===== config.mk =====
export PLATFORM = sky130hd
export DESIGN_NAME = spi_slave
export DESIGN_NICKNAME = d
export VERILOG_FILES = /design/src/rtl/spi_slave.sv
export SDC_FILE = /design/constraint.sdc
export NUM_CORES = 1
export LEC_CHECK = 0
export CAP_MARGIN = 30
export CORE_UTILIZATION = 56
export CTS_BUF_LIST = sky130_fd_sc_hd__clkbuf_16
export DETAILED_ROUTE_END_ITERATION = 7
export PLACE_DENSITY_LB_ADDON = 0.2
export SYNTH_ARGS = -nofsm -noshare
export SYNTH_HDL_FRONTEND = slang
export SYNTH_SLANG_ARGS = --single-unit

===== constraint.sdc =====
create_clock -name clk -period 3.9 [get_ports clk]
set_input_delay 0.39 -clock clk [delete_from_list [all_inputs] [get_ports clk]]
set_output_delay 0.39 -clock clk [all_outputs]
set_load 0.01 [all_outputs]

===== src/rtl/spi_slave.sv =====
// SPI mode-0 byte slave running entirely in the clk domain, with oversampled pins and a one-deep TX buffer.
// Optional SPI_SLAVE_OVERRUN_EN: rd_valid becomes a level acknowledged by rd_ack, with rx_overrun flagging lost bytes.
module spi_slave #(
    parameter int          SYNC_STAGES = 2,
    parameter logic [7:0]  IDLE_BYTE   = 8'h00
) (
    input  logic       clk,
    input  logic       reset,
    input  logic       spi_clk,
    input  logic       cs,
    input  logic       mosi,
    output logic       miso,
    input  logic [7:0] data_wr,
    input  logic       wr_en,
    output logic       tx_ready,
    output logic [7:0] data_rd,
    output logic       rd_valid,
    output logic [1:0] state,
    output logic [2:0] count
`ifdef SPI_SLAVE_OVERRUN_EN
    ,
    input  logic       rd_ack,
    output logic       rx_overrun
`endif
);

    typedef enum logic [1:0] {
        IDLE   = 2'd0,
        SHIFT  = 2'd1,
        RELOAD = 2'd2
    } state_t;

    logic [SYNC_STAGES-1:0] sclk_q;
    logic [SYNC_STAGES-1:0] cs_q;
    logic [SYNC_STAGES-1:0] mosi_q;
    logic                   sclk_prev;
    logic                   cs_prev;
    logic                   sclk_sync;
    logic                   cs_sync;
    logic                   mosi_sync;

    logic sclk_rise;
    logic sclk_fall;
    logic cs_fall;
    logic cs_rise;

    state_t     state_q;
    state_t     state_d;
    logic [2:0] count_q;
    logic [2:0] count_d;
    logic       load_tx;
    logic       shift_tx;
    logic       rx_en;
    logic       byte_done;

    logic [7:0] tx_shift;
    logic [6:0] rx_shift;
    logic [7:0] tx_buf;
    logic       buf_full;

    always_ff @(posedge clk or posedge reset) begin
        if (reset) begin
            sclk_q    <= '0;
            cs_q      <= '1;
            mosi_q    <= '0;
            sclk_prev <= 1'b0;
            cs_prev   <= 1'b1;
        end else begin
            sclk_q    <= {sclk_q[SYNC_STAGES-2:0], spi_clk};
            cs_q      <= {cs_q[SYNC_STAGES-2:0], cs};
            mosi_q    <= {mosi_q[SYNC_STAGES-2:0], mosi};
            sclk_prev <= sclk_q[SYNC_STAGES-1];
            cs_prev   <= cs_q[SYNC_STAGES-1];
        end
    end

    assign sclk_sync = sclk_q[SYNC_STAGES-1];
    assign cs_sync   = cs_q[SYNC_STAGES-1];
    assign mosi_sync = mosi_q[SYNC_STAGES-1];

    // SPI clock edges are qualified with the delayed cs so a byte finishing on the cs-rise clk still lands.
    assign sclk_rise = sclk_sync & ~sclk_prev & ~cs_prev;
    assign sclk_fall = ~sclk_sync & sclk_prev & ~cs_prev;
    assign cs_fall   = ~cs_sync & cs_prev;
    assign cs_rise   = cs_sync & ~cs_prev;

    always_ff @(posedge clk or posedge reset) begin
        if (reset) begin
            state_q <= IDLE;
            count_q <= 3'd0;
        end else begin
            state_q <= state_d;
            count_q <= count_d;
        end
    end

    always_comb begin
        state_d   = state_q;
        count_d   = count_q;
        load_tx   = 1'b0;
        shift_tx  = 1'b0;
        rx_en     = 1'b0;
        byte_done = 1'b0;
        case (state_q)
            IDLE: begin
                if (cs_fall) begin
                    load_tx = 1'b1;
                    count_d = 3'd0;
                    state_d = SHIFT;
                end
            end
            SHIFT: begin
                if (sclk_rise) begin
                    rx_en   = 1'b1;
                    count_d = count_q + 3'd1;
                    if (count_q == 3'd7) begin
                        byte_done = 1'b1;
                        state_d   = RELOAD;
                    end
                end else if (sclk_fall && count_q != 3'd0) begin
                    shift_tx = 1'b1;
                end
            end
            RELOAD: begin
                // The fall that ends bit 7 reloads instead of shifting.
                if (sclk_fall) begin
                    load_tx = 1'b1;
                    count_d = 3'd0;
                    state_d = SHIFT;
                end
            end
            default: begin
                state_d = IDLE;
                count_d = 3'd0;
            end
        endcase
        if (cs_rise) begin
            state_d  = IDLE;
            count_d  = 3'd0;
            load_tx  = 1'b0;
            shift_tx = 1'b0;
        end
    end

    always_ff @(posedge clk or posedge reset) begin
        if (reset) begin
            tx_shift   <= '0;
            rx_shift   <= '0;
            tx_buf     <= '0;
            buf_full   <= 1'b0;
            data_rd    <= '0;
            rd_valid   <= 1'b0;
`ifdef SPI_SLAVE_OVERRUN_EN
            rx_overrun <= 1'b0;
`endif
        end else begin
            if (load_tx) begin
                tx_shift <= buf_full ? tx_buf : IDLE_BYTE;
            end else if (shift_tx) begin
                tx_shift <= {tx_shift[6:0], 1'b0};
            end

            // A load and a write in the same clk: the load wins and the host must retry.
            if (load_tx && buf_full) begin
                buf_full <= 1'b0;
            end else if (wr_en && !buf_full) begin
                tx_buf   <= data_wr;
                buf_full <= 1'b1;
            end

            if (rx_en) begin
                rx_shift <= {rx_shift[5:0], mosi_sync};
            end
            if (byte_done) begin
                data_rd <= {rx_shift, mosi_sync};
            end

`ifdef SPI_SLAVE_OVERRUN_EN
            if (rd_ack) begin
                rd_valid   <= 1'b0;
                rx_overrun <= 1'b0;
            end
            if (byte_done) begin
                rd_valid <= 1'b1;
                if (rd_valid && !rd_ack) begin
                    rx_overrun <= 1'b1;
                end
            end
`else
            rd_valid <= byte_done;
`endif
        end
    end

    assign miso     = (state_q == IDLE) ? 1'b0 : tx_shift[7];
    assign tx_ready = ~buf_full;
    assign state    = state_q;
    assign count    = count_q;

endmodule


==> flow_metrics.env, run 1 <==
export IMPL_status="finished, final reports clean"
export IMPL_drv_cap=0
export IMPL_clock_tree_root_cell="clkbuf_16"
export IMPL_whs_path_depth=0
export IMPL_grt_max_degree=47
export IMPL_portBuffers=29
export IMPL_cp_max_fo=9
export IMPL_seqCellArea_mm2=0.00115
export IMPL_slew_violations=0
export IMPL_cts_buffers=5
export IMPL_overflow=0
export IMPL_power_leakage_nw=1.08
export IMPL_synth_area_leaders="dfrtp_1 58%, mux2_2 15%, dfstp_2 4.2%"
export IMPL_synth_seq_cells=46
export IMPL_vias=1136
export IMPL_cp_required_ns=4.06
export IMPL_postCtsSetupRepairBufs=0
export IMPL_die_w_um=59.7
export IMPL_routed_wl_um=3260
export IMPL_syn_area_mm2=0.00186
export IMPL_final_antenna_net_count=0
export IMPL_die_h_um=59.7
export IMPL_p_sw_w=0.000298
export IMPL_synth_nets=150
export IMPL_clockBufferDepth=2
export IMPL_rsz0062_at_grt="no"
export IMPL_clkPwrFrac=0.367
export IMPL_power_density_mw_per_mm2=541
export IMPL_crit_arrival_ns=2.46
export IMPL_fin_nets=185
export IMPL_combPwrFrac=0.130
export IMPL_crit_path_start_kind="register"
export IMPL_synthToLayoutAreaGrowth_pct=27.2
export IMPL_power_total_w=0.00128
export IMPL_clk_latency_ns=0.29
export IMPL_core_mm2=0.00310
export IMPL_yosys_area_top_type="dfrtp_1"
export IMPL_hold_buffers=0
export IMPL_grt_pass1_vias=1172
export IMPL_pre_cts_slack_ns=1.63
export IMPL_yosys_warnings=0
export IMPL_ys_seq_area_frac=0.620
export IMPL_switching_share=0.232
export IMPL_stdcell_count=211
export IMPL_cts_resized=0
export IMPL_gr_usage_all_layers=0.214
export IMPL_clock_fmax_ghz=0.436
export IMPL_p_int_w=0.000985
export IMPL_criticalPathCategory="register to register"
export IMPL_nFillCells=208
export IMPL_dieArea_mm2=0.00356
export IMPL_layout_commonest_cell="dfrtp_1"
export IMPL_drive_gt1_frac=0.246
export IMPL_r2r_cells=6
export IMPL_fin_crit_sh=0.588
export IMPL_grt_antenna_before_repair=0
export IMPL_dp_cells=203
export IMPL_period_minus_slack_ns=2.29
export IMPL_final_cell_mix="43 x dfrtp_1, 29 x clkdlybuf4s50_1, 24 x mux2_2"
export IMPL_setup_tns_ns=0
export IMPL_max_vdd_ir_drop_v=0.000365
export IMPL_avgRoutedWirePerCell_um=15.5
export IMPL_drt_iter0_drc=33
export IMPL_viasPerCell=5.38
export IMPL_place_hpwl_um=2250
export IMPL_rows=20
export IMPL_drc=0
export IMPL_io_pins=30
export IMPL_end_kind="register"
export IMPL_grt_pass1_wl_um=5380
export IMPL_p_seq_frac=0.503
export IMPL_place_gp_congestion=0.836
export IMPL_start_util=0.600
export IMPL_setup_viol=0
export IMPL_cts_sinks=46
export IMPL_yosysTopAreaCellShare=0.578
export IMPL_drtPass1Iterations=4
export IMPL_htree_levels=2
export IMPL_fin_util=0.764
export IMPL_fin_ws_ns=1.61
export IMPL_synth_distinct_cells=28
export IMPL_synth_cells=131
export IMPL_hp_class="register to register"
export IMPL_tightestPinTransition_ns=0.630
export IMPL_multi_input_area_um2=663
export IMPL_cts_tree="yes"
export IMPL_clkTransAtPathRegs_ns=0.06
export IMPL_skew_ns=0.00734
export IMPL_relSlewSlack=0.579
export IMPL_finalHoldViolations=0
export IMPL_insertedDiodeCount=0
export IMPL_syn_area_per_cell_um2=14.2
[cells by family after synthesis]
family          synth area share
compound gates            0.0692
fa+ha+maj                 0.0336
flops                      0.620
simple gates               0.101
buf+inv                   0.0242
mux                        0.152
[flip-flops by register name (all words and copies together) (netlist names)]
register	flops
rx_shift	7
mosi_q	2
cs_prev	1
rd_valid	1
sclk_q	2
tx_buf	8
state	2
tx_shift	8
buf_full	1
data_rd	8
cs_q	2
sclk_prev	1
count	3
[cell type report]
| type | count | share of cell area |
|---|---|---|
| multi-input combinational | 74 | 0.280 |
| clock inverter | 3 | 0.0169 |
| timing repair buffer | 30 | 0.126 |
| tap | 44 | 0.0232 |
| inverter | 9 | 0.0143 |
| sequential | 46 | 0.487 |
| clock buffer | 5 | 0.0528 |
[synth_stat cells]
| master | instances |
|---|---|
| a21oi_1 | 1 |
| a221o_1 | 7 |
| a22o_1 | 2 |
| a2bb2oi_1 | 1 |
| a32o_1 | 1 |
| and2_1 | 7 |
| buf_4 | 1 |
| clkbuf_1 | 1 |
| dfrtp_1 | 43 |
| dfstp_2 | 3 |
| ha_1 | 5 |
| inv_1 | 9 |
| mux2_2 | 24 |
| mux2i_2 | 1 |
| nand2_1 | 1 |
| nand3_1 | 1 |
| nand4_1 | 1 |
| nor2_1 | 7 |
| nor2b_1 | 4 |
| nor3_1 | 2 |
| nor3_4 | 1 |
| nor3b_1 | 1 |
| nor3b_2 | 1 |
| nor4b_1 | 1 |
| o21a_1 | 1 |
| o21ai_0 | 1 |
| o21ai_1 | 1 |
| or3b_4 | 2 |
[power groups by stage]
| stage | Clock (W) | Combinational (W) | Sequential (W) |
|---|---|---|---|
| floorplan | 0 | 0.000124 | 0.000624 |
| global placement | 0 | 0.000156 | 0.000642 |
| detailed placement | 0 | 0.000171 | 0.000648 |
| CTS | 0.000474 | 0.000170 | 0.000644 |
| global route | 0.000496 | 0.000185 | 0.000655 |
| finish | 0.000471 | 0.000167 | 0.000645 |
[through the flow]
step,hold WS [ns],area [um^2]
global route,0.352,2370
global placement,0.333,2200
finish,0.348,2370
CTS,0.349,2370
detailed placement,0.336,2200
floorplan,0.331,1860
[layer usage]
metal	global-route usage	vias up	wire length, um
met5	0	-	0
met2	0.363	34	1710
met4	0.113	0	51
met1	0.260	563	1400
met3	0.0390	6	101
li1	-	533	-
[worst paths after layout]
path / slack [ns] / to / start
worst max-delay path: 1.61 / tx_shift[2] / cs_prev
worst min-delay path: 0.35 / sclk_q[1] / sclk_q[0]
worst max register to register: 1.61 / tx_shift[2] / cs_prev
worst min register to register: 0.35 / sclk_q[1] / sclk_q[0]
max in group asynchronous: 2.97 / cs_prev / reset
min in group asynchronous: 0.54 / data_rd[1] / reset
[critical path, stage by stage (launching register included)]
cell and delay, ns:
dfstp_2 0.56, inv_1 0.05, ha_1 0.22, or3b_4 0.42, nor3_4 0.29, mux2i_2 0.22, a221o_1 0.40
(Power assumes the default switching activity.)
==> inputs of run 2 (changes only) <==
Settings changed: CORE_UTILIZATION 56 to 47.
Clock period 3.9 ns to 2 ns, I/O delays scaled along.
==> flow_metrics.env, run 2 (synthesized netlist as in run 1, its figures left out) <==
export IMPL_path_buf_inv=1
export IMPL_crit_path_start_kind="register"
export IMPL_stdcell_count=223
export IMPL_drt_iter0_drc=55
export IMPL_gr_usage_all_layers=0.187
export IMPL_rows=22
export IMPL_clkTransAtPathRegs_ns=0.06
export IMPL_hp_class="input pin to register"
export IMPL_criticalPathCategory="register to register"
export IMPL_max_vdd_ir_drop_v=0.000675
export IMPL_r2r_cells=6
export IMPL_place_hpwl_um=2190
export IMPL_io_pins=30
export IMPL_end_kind="register"
export IMPL_critical_path_top_delay_family="simple AND/OR/NAND/NOR gates"
export IMPL_period_minus_slack_ns=1.94
export IMPL_start_util=0.498
export IMPL_skew_ns=0.00248
export IMPL_clk_latency_ns=0.28
export IMPL_switching_share=0.225
export IMPL_drv_cap=0
export IMPL_dieArea_mm2=0.00422
export IMPL_hold_buffers=0
export IMPL_slew_violations=0
export IMPL_die_w_um=65.0
export IMPL_drive_gt1_frac=0.291
export IMPL_setup_tns_ns=0
export IMPL_layout_commonest_cell="dfrtp_1"
export IMPL_clkPwrFrac=0.366
export IMPL_crit_arrival_ns=2.10
export IMPL_clock_tree_root_cell="clkbuf_16"
export IMPL_synthToLayoutAreaGrowth_pct=31.8
export IMPL_nFillCells=288
export IMPL_setup_viol=0
export IMPL_worstHoldStart="cs"
export IMPL_slowest_stage="dfstp_2"
export IMPL_final_cell_mix="43 x dfrtp_1, 29 x clkdlybuf4s50_1, 24 x mux2_2"
export IMPL_overflow=0
export IMPL_cp_max_fo=8
export IMPL_portBuffers=29
export IMPL_place_gp_congestion=0.757
export IMPL_insertedDiodeCount=0
export IMPL_tightestPinTransition_ns=0.558
export IMPL_reg_top3="data_rd: 8 flops, tx_buf: 8 flops, tx_shift: 8 flops"
export IMPL_cp_required_ns=2.16
export IMPL_vias=1196
export IMPL_avgRoutedWirePerCell_um=14.5
export IMPL_relSlewSlack=0.628
export IMPL_htree_levels=2
export IMPL_fin_crit_sh=0.970
export IMPL_status="finished, final reports clean"
export IMPL_cts_buffers=5
export IMPL_clockBufferDepth=2
export IMPL_drc=0
export IMPL_fin_nets=193
export IMPL_hold_path_endpoint="cs_q[0]"
export IMPL_p_int_w=0.00193
export IMPL_drtPass1Iterations=4
export IMPL_crit_chain="inv_2 -> ha_4 -> or3b_4 -> nor3_4 -> mux2i_4 -> a221o_1"
export IMPL_finalHoldViolations=0
export IMPL_max_stage_delay_ns=0.53
export IMPL_r2r_slack_ns=0.06
export IMPL_final_antenna_net_count=0
export IMPL_power_density_mw_per_mm2=1010
export IMPL_core_mm2=0.00374
export IMPL_grt_antenna_before_repair=0
export IMPL_grt_pass1_wl_um=5890
export IMPL_cts_sinks=46
export IMPL_r2r_end="tx_shift[7]"
export IMPL_p_sw_w=0.000561
export IMPL_p_seq_frac=0.500
export IMPL_grt_pass1_vias=1299
export IMPL_cts_tree="yes"
export IMPL_die_h_um=65.0
export IMPL_dp_cells=213
export IMPL_routed_wl_um=3230
export IMPL_power_leakage_nw=1.12
export IMPL_viasPerCell=5.36
export IMPL_combPwrFrac=0.134
export IMPL_whs_path_depth=1
export IMPL_r2r_start="cs_prev"
export IMPL_clock_fmax_ghz=0.515
export IMPL_grt_max_degree=47
[run 2: cell types whose count changed in the layout (fill, tap and decap cells not counted), sizes merged]
cell / delta
buf: +8
[run 2: timing repair]
item / CTS / global route
endpoints found under the hold margin: 0 / 0
setup endpoints to repair: 4 / 7
buffers inserted: 1 / 1
gates resized for setup: 0 / 1
[run 2: cell type report]
cell class	instances	area [um^2]	share of cell area
inverters	9	33.8	0.0138
repair buffers	38	358	0.146
multi-input cells	74	684	0.279
clock inverters	3	40.0	0.0163
clock buffers	5	125	0.0509
well taps	48	60.1	0.0245
flip-flops and latches	46	1150	0.470
[run 2: worst max path at each step]
stage	startpoint	to	slack, ns	cells after the start
floorplan	cs_prev	tx_shift[1]	0.0009	6
global placement	cs_prev	tx_shift[7]	0.06	6
detailed placement	cs_prev	tx_shift[7]	-0.0001	6
CTS	cs_prev	tx_shift[6]	0.03	6
global route	cs_prev	tx_shift[7]	-0.009	6
finish	cs_prev	tx_shift[7]	0.06	6
[run 2: routing by layer]
layer  global-route usage  vias up  routed length [um]
li1                     -      547                   -
met1                0.225      609                1430
met2                0.310       32                1610
met3               0.0546        8                 128
met4               0.0806        0                  65
met5                    0        -                   0
[run 2: worst reg2reg max path, cell delays in order (launching register included)]
cell and delay, ns:
dfstp_2 0.53, inv_2 0.04, ha_4 0.15, or3b_4 0.40
nor3_4 0.18, mux2i_4 0.14, a221o_1 0.37
[run 2: power groups by stage]
stage	Combinational (W)	Clock (W)	Sequential (W)
2_1_floorplan	0.000244	0	0.00122
3_5_place_dp	0.000331	0	0.00126
5_1_grt	0.000368	0.000971	0.00127
6_report	0.000333	0.000912	0.00124
4_1_cts	0.000336	0.000936	0.00124
3_3_place_gp	0.000313	0	0.00125
[run 2: stage by stage]
| step | worst slack (ns) | hold WS (ns) | instance area, um^2 | total power (W) | utilization |
|---|---|---|---|---|---|
| after global routing | -0.00947 | 0.322 | 2460 | 0.00261 | 0.656 |
| after floorplan | 0.000860 | 0.204 | 1870 | 0.00146 | - |
| after global placement | 0.0613 | 0.333 | 2270 | 0.00157 | 0.605 |
| final | 0.0594 | 0.332 | 2460 | 0.00249 | 0.656 |
| after CTS | 0.0301 | 0.324 | 2440 | 0.00252 | 0.651 |
| after detailed placement | -0.000142 | 0.340 | 2270 | 0.00159 | 0.605 |
